==> src/rtl/card_dealer.sv <==
// rtl/card_dealer.sv - draws unique cards from a multi-suit deck using a free-running LFSR start point
// Probes one bitmap slot per cycle from a random start, wrapping, until an undealt card is found.
module card_dealer #(
    parameter int RANKS  = 13,
    parameter int SUITS  = 4,
    parameter int LFSR_W = 16,
    parameter logic [LFSR_W-1:0] SEED = LFSR_W'(16'hACE1),
    localparam int N     = RANKS * SUITS,
    localparam int IDX_W = (N > 1) ? $clog2(N) : 1,
    localparam int CNT_W = $clog2(N + 1)
) (
    input  logic             clock_i,
    input  logic             reset_i,
    input  logic             draw_i,
    input  logic             shuffle_i,
    output logic             card_valid_o,
    output logic [3:0]       rank_o,
    output logic [1:0]       suit_o,
    output logic [CNT_W-1:0] cards_left_o,
    output logic             empty_o,
    output logic             busy_o,
    output logic             draw_err_o
);

    typedef enum logic {IDLE, SEARCH} state_t;

    function automatic logic [LFSR_W-1:0] tp(input int t);
        return LFSR_W'(1) << (LFSR_W - t);
    endfunction

    // Fibonacci tap positions, right-shifting form: tap t feeds from bit LFSR_W-t.
    function automatic logic [LFSR_W-1:0] tap_mask();
        case (LFSR_W)
            8:       return tp(8) | tp(6) | tp(5) | tp(4);
            9:       return tp(9) | tp(5);
            10:      return tp(10) | tp(7);
            11:      return tp(11) | tp(9);
            12:      return tp(12) | tp(6) | tp(4) | tp(1);
            13:      return tp(13) | tp(4) | tp(3) | tp(1);
            14:      return tp(14) | tp(5) | tp(3) | tp(1);
            15:      return tp(15) | tp(14);
            17:      return tp(17) | tp(14);
            18:      return tp(18) | tp(11);
            19:      return tp(19) | tp(6) | tp(2) | tp(1);
            20:      return tp(20) | tp(17);
            21:      return tp(21) | tp(19);
            22:      return tp(22) | tp(21);
            23:      return tp(23) | tp(18);
            24:      return tp(24) | tp(23) | tp(22) | tp(17);
            25:      return tp(25) | tp(22);
            26:      return tp(26) | tp(6) | tp(2) | tp(1);
            27:      return tp(27) | tp(5) | tp(2) | tp(1);
            28:      return tp(28) | tp(25);
            29:      return tp(29) | tp(27);
            30:      return tp(30) | tp(6) | tp(4) | tp(1);
            31:      return tp(31) | tp(28);
            32:      return tp(32) | tp(22) | tp(2) | tp(1);
            default: return tp(16) | tp(14) | tp(13) | tp(11);
        endcase
    endfunction

    localparam logic [LFSR_W-1:0] TAPS = tap_mask();

    state_t             state_q;
    logic [LFSR_W-1:0]  lfsr_q;
    logic [LFSR_W-1:0]  lfsr_d;
    logic [N-1:0]       dealt_q;
    logic [IDX_W-1:0]   idx_q;
    logic [CNT_W-1:0]   cards_left_q;
    logic [3:0]         rank_q;
    logic [1:0]         suit_q;
    logic               card_valid_q;
    logic               busy_q;
    logic               empty_q;
    logic               draw_err_q;

    always_comb begin
        lfsr_d = {^(lfsr_q & TAPS), lfsr_q[LFSR_W-1:1]};
        if (lfsr_d == '0) begin
            lfsr_d = SEED;
        end
    end

    always_ff @(posedge clock_i or posedge reset_i) begin
        if (reset_i) begin
            state_q      <= IDLE;
            lfsr_q       <= SEED;
            dealt_q      <= '0;
            idx_q        <= '0;
            cards_left_q <= CNT_W'(N);
            rank_q       <= '0;
            suit_q       <= '0;
            card_valid_q <= 1'b0;
            busy_q       <= 1'b0;
            empty_q      <= 1'b0;
            draw_err_q   <= 1'b0;
        end else begin
            lfsr_q       <= lfsr_d;
            card_valid_q <= 1'b0;
            draw_err_q   <= 1'b0;
            case (state_q)
                IDLE: begin
                    if (shuffle_i) begin
                        dealt_q      <= '0;
                        cards_left_q <= CNT_W'(N);
                        empty_q      <= 1'b0;
                        rank_q       <= '0;
                        suit_q       <= '0;
                    end else if (draw_i) begin
                        if (empty_q) begin
                            draw_err_q <= 1'b1;
                        end else begin
                            idx_q   <= IDX_W'(lfsr_q % LFSR_W'(N));
                            busy_q  <= 1'b1;
                            state_q <= SEARCH;
                        end
                    end
                end
                SEARCH: begin
                    // A shuffle aborts the search; the card being probed is never dealt.
                    if (shuffle_i) begin
                        dealt_q      <= '0;
                        cards_left_q <= CNT_W'(N);
                        empty_q      <= 1'b0;
                        rank_q       <= '0;
                        suit_q       <= '0;
                        busy_q       <= 1'b0;
                        state_q      <= IDLE;
                    end else if (!dealt_q[idx_q]) begin
                        dealt_q[idx_q] <= 1'b1;
                        rank_q         <= 4'((32'(idx_q) % RANKS) + 1);
                        suit_q         <= 2'(32'(idx_q) / RANKS);
                        cards_left_q   <= cards_left_q - CNT_W'(1);
                        empty_q        <= (cards_left_q == CNT_W'(1));
                        card_valid_q   <= 1'b1;
                        busy_q         <= 1'b0;
                        state_q        <= IDLE;
                    end else begin
                        idx_q <= (idx_q == IDX_W'(N - 1)) ? '0 : idx_q + IDX_W'(1);
                    end
                end
                default: state_q <= IDLE;
            endcase
        end
    end

    assign card_valid_o = card_valid_q;
    assign rank_o       = rank_q;
    assign suit_o       = suit_q;
    assign cards_left_o = cards_left_q;
    assign empty_o      = empty_q;
    assign busy_o       = busy_q;
    assign draw_err_o   = draw_err_q;

endmodule

==> config.mk <==
export PLATFORM = sky130hd
export DESIGN_NAME = card_dealer
export DESIGN_NICKNAME = d
export VERILOG_FILES = /design/src/rtl/card_dealer.sv
export SDC_FILE = /design/constraint.sdc
export NUM_CORES = 1
export LEC_CHECK = 0
export ABC_AREA = 1
export CELL_PAD_IN_SITES_DETAIL_PLACEMENT = 1
export CELL_PAD_IN_SITES_GLOBAL_PLACEMENT = 2
export CORE_MARGIN = 8
export CORE_UTILIZATION = 39
export CTS_CLUSTER_SIZE = 8
export DETAILED_ROUTE_END_ITERATION = 8
export PLACE_DENSITY = 0.93
export REMOVE_ABC_BUFFERS = 1
export SLEW_MARGIN = 30
export SYNTH_ARGS = -nofsm -noshare
export SYNTH_HDL_FRONTEND = slang
export SYNTH_SLANG_ARGS = --single-unit
==> constraint.sdc <==
create_clock -name clock_i -period 8.45 [get_ports clock_i]
set_clock_uncertainty 0.15 [all_clocks]
set_input_delay 1.2675 -clock clock_i [delete_from_list [all_inputs] [get_ports clock_i]]
set_output_delay 1.2675 -clock clock_i [all_outputs]
set_load 0.03 [all_outputs]
==> results.rst <==
.. list-table::
   :header-rows: 1

   * - Metric
     - Value
   * - Mean routed wirelength per cell
     - approximately 16 um
   * - Highest-utilization routing layer at the global route stage
     - met2
   * - Static leakage power
     - 3.05 nW
   * - Number of synthesized flops with an enable pin
     - 0
   * - Global routing met2 resource utilization
     - 0.301
   * - PostCTS Resize Cnt
     - 0
   * - Number of warnings reported in the yosys synthesis log
     - 0
   * - Global-route wire length before repair
     - between 20 and 30 mm
   * - Detail-routed via count per cell
     - 5.36
   * - Die Y
     - 139 um
   * - Number of antenna violations at the first check in global routing
     - 0
   * - Synthesized area per cell
     - around 7.4 um2
   * - Commonest cells after routing, fill and taps aside
     - sky130_fd_sc_hd__nand2_1 (139), sky130_fd_sc_hd__inv_1 (113), sky130_fd_sc_hd__nand3_1 (81), sky130_fd_sc_hd__dfrtp_1 (80), sky130_fd_sc_hd__a21oi_1 (62)
   * - Outcome
     - finished, final reports clean
   * - Die Width
     - ~140 um
   * - PortBufs
     - 19
   * - Synth-to-layout area growth
     - 11.4%
   * - Most used flip-flop cell after synthesis
     - sky130_fd_sc_hd__dfrtp_1
   * - Max Freq
     - around 160 MHz
   * - Unrepaired setup endpoints after global routing
     - false
   * - Slew at the pin with the worst max-slew slack
     - 0.990 ns
   * - Number of cells on the worst hold path
     - 0
   * - Slew Limit Fails
     - 0
   * - Startpoint types
     - flip-flop
   * - Gate count of the mapped netlist
     - 797
   * - Residual DRC count
     - 0
   * - Category of the critical setup timing path
     - flip-flop to flip-flop
   * - Iteration count of the initial detailed-routing pass
     - 4
   * - Sink Count
     - 91
   * - Final hold vios
     - 0
   * - Clock slew at the register clock pins of the worst setup and hold paths
     - 0.07 ns
   * - I/O pin total
     - 20
   * - Relative slew slack
     - 0.335
   * - Non-filler cells, final
     - 1000
   * - DR iter-0 viols
     - between 200 and 250
   * - Critical Path Start
     - lfsr_q[2]$_DFF_PP0_
   * - Post-CTS setup-driven buffer insertion count
     - 0
   * - Sum Neg Setup Slack
     - 0 ns
   * - Clock latency at the later pin of the worst-skew pair
     - ~0.35 ns
   * - Required time at the worst-slack endpoint
     - 8.57 ns
   * - Core outline area
     - approximately 15000 um2
   * - Global-route usage over all layers
     - 0.173
   * - Critical-path maximum fanout
     - 11
   * - Routability congestion estimate from global placement
     - between 0.7 and 0.8
   * - Routed vias
     - 5355
   * - Minimum clock period
     - 6.09 ns
   * - Detail Placement HPWL
     - 11.9 mm
   * - Number of endpoints failing setup at the final stage
     - 0
   * - Std cell rows
     - 45
   * - HP Start
     - lfsr_q[13]$_DFF_PP1_
   * - Number of buffers inserted for hold repair after clock tree synthesis
     - 0
   * - Max VDD drop
     - 0.125 mV
   * - Instance count after placement with tap cells included
     - 984
   * - Number of global-route vias before repair
     - 5703
   * - Number of distinct library cells after synthesis
     - 47
   * - CP max stage delay
     - 0.40 ns
   * - Post-synthesis sequential area ratio
     - 0.387
   * - Overall overflow remaining after global route
     - 0
   * - Reg-to-reg critical path startpoint
     - lfsr_q[2]$_DFF_PP0_
   * - Classification of the worst-slack hold path
     - flip-flop to flip-flop
   * - Area of the mapped netlist
     - 5920 um2
   * - Most common cell after layout, fill and taps aside
     - sky130_fd_sc_hd__nand2_1
   * - Effective utilization at floorplan
     - 0.394
   * - Max H-tree Level
     - 3
   * - Sort of element at the end of the critical path
     - flip-flop
   * - Pwr dens
     - 228 nW/um2
   * - Data arrival, critical path
     - 6.21 ns
   * - Share of synthesized flip-flops with an asynchronous set or reset
     - 1.00
   * - Number of max-cap violations
     - 0
   * - Final period utilization
     - 0.721
   * - Post-route ant nets
     - 0
   * - Maximum number of pins on one net before global-route repair
     - between 50 and 60
   * - Number of cells on the worst reg-to-reg path
     - 55
   * - Diodes inserted
     - 0
   * - Die Area
     - 19400 um2
   * - Total CTS buffers
     - 9
   * - Buffer cell driving the clock tree root
     - sky130_fd_sc_hd__clkbuf_16
   * - Maximum root-to-sink buffer count
     - 2
   * - Met3 Track Usage GR
     - 0.0202
   * - TritonCTS clock tree
     - yes
   * - Cell with the biggest individual delay on the critical path
     - sky130_fd_sc_hd__dfrtp_1
   * - Met1 Resource Use GR
     - 0.221
   * - Fraction of layout instances using a drive strength above 1
     - 0.149
   * - Routed Wire Length
     - 16.2 mm
   * - Nets@finish
     - 824
   * - Flip-flop and latch count after synthesis
     - 91
   * - Crit-path most repeated cell
     - sky130_fd_sc_hd__nand2_1
cells in the mapped netlist (18+ instances only):
cell type / number / area share
sky130_fd_sc_hd__o22ai_1: 20 / 0.021
sky130_fd_sc_hd__nand2_2: 33 / 0.035
sky130_fd_sc_hd__xor2_1: 21 / 0.031
sky130_fd_sc_hd__clkbuf_1: 24 / 0.015
sky130_fd_sc_hd__dfrtp_1: 80 / 0.34
sky130_fd_sc_hd__a21oi_1: 62 / 0.052
sky130_fd_sc_hd__inv_2: 18 / 0.011
sky130_fd_sc_hd__nand3_1: 81 / 0.068
sky130_fd_sc_hd__o21ai_0: 25 / 0.021
sky130_fd_sc_hd__nand2_1: 139 / 0.088
sky130_fd_sc_hd__inv_1: 114 / 0.072
sky130_fd_sc_hd__nor2_1: 43 / 0.027
area by class of cell:
class / count / area, um2
multi-input combinational: 541 / 3010
clock inverter: 6 / 71.3
inverter: 139 / 524
clock buffer: 10 / 229
timing repair buffer: 25 / 235
sequential: 91 / 2290
tap: 188 / 235
fill: 1897 / 8430
worst max-delay path, delay by kind of cell (launching register included):
kind                       cells  cell delay [ns]
and+or+nand+nor               45             4.45
adders and majority gates      1             0.22
AOI/OAI and AO/OA              3             0.42
DFF                            1             0.40
buffers and inverters          6             0.38
routing by layer:
layer	vias to the layer above	routed length [um]
met3	14	445
met1	2661	7520
met2	60	8020
met4	0	188
met5	-	0
li1	2620	-
worst paths after layout:
check	end	slack [ns]
max	idx_q[2]$_DFFE_PP0P_	2.36
min	lfsr_q[12]$_DFF_PP0_	0.27
max reg2reg	idx_q[2]$_DFFE_PP0P_	2.36
min reg2reg	lfsr_q[12]$_DFF_PP0_	0.27
max in group asynchronous	idx_q[4]$_DFFE_PP0P_	5.85
min in group asynchronous	rank_o[2]$_DFFE_PP0P_	1.14
through the flow:
step                instance area, um2  utilization  setup slack, ns  hold WS, ns  power (W)
finish                            6600        0.439             2.36        0.269    0.00150
global route                      6600        0.439             1.53        0.278    0.00161
CTS                               6590        0.438             2.32        0.269    0.00151
detailed placement                6290        0.418             2.38        0.260    0.00109
global placement                  6290        0.418             2.74        0.248    0.00105
floorplan                         5820            -             3.32        0.232   0.000895
state kept, by name, summed over array words and instances (netlist names):
register,cells
cards_left_o,6
idx_q,6
suit_o,2
card_valid_o,1
rank_o,4
dealt_q,52
state_q,1
empty_o,1
draw_err_o,1
busy_o,1
lfsr_q,16
kinds of logic after synthesis:
kind of cell               Yosys count  share of synthesized area
AOI/OAI and AO/OA                  150                      0.149
adders and majority gates           13                     0.0275
xor gates and xnor gates            24                     0.0368
and+or+nand+nor                    354                      0.294
buffers and inverters              165                      0.106
DFF                                 91                      0.387
where the power goes:
part | internal (W) | total (W) | switching (W)
logic | 0.000171 | 0.000572 | 0.000401
registers | 0.000465 | 0.000516 | 0.0000511
clock network | 0.000232 | 0.000414 | 0.000182
total | 0.000869 | 0.00150 | 0.000633
No activity file was read; power rests on OpenSTA's default activity.
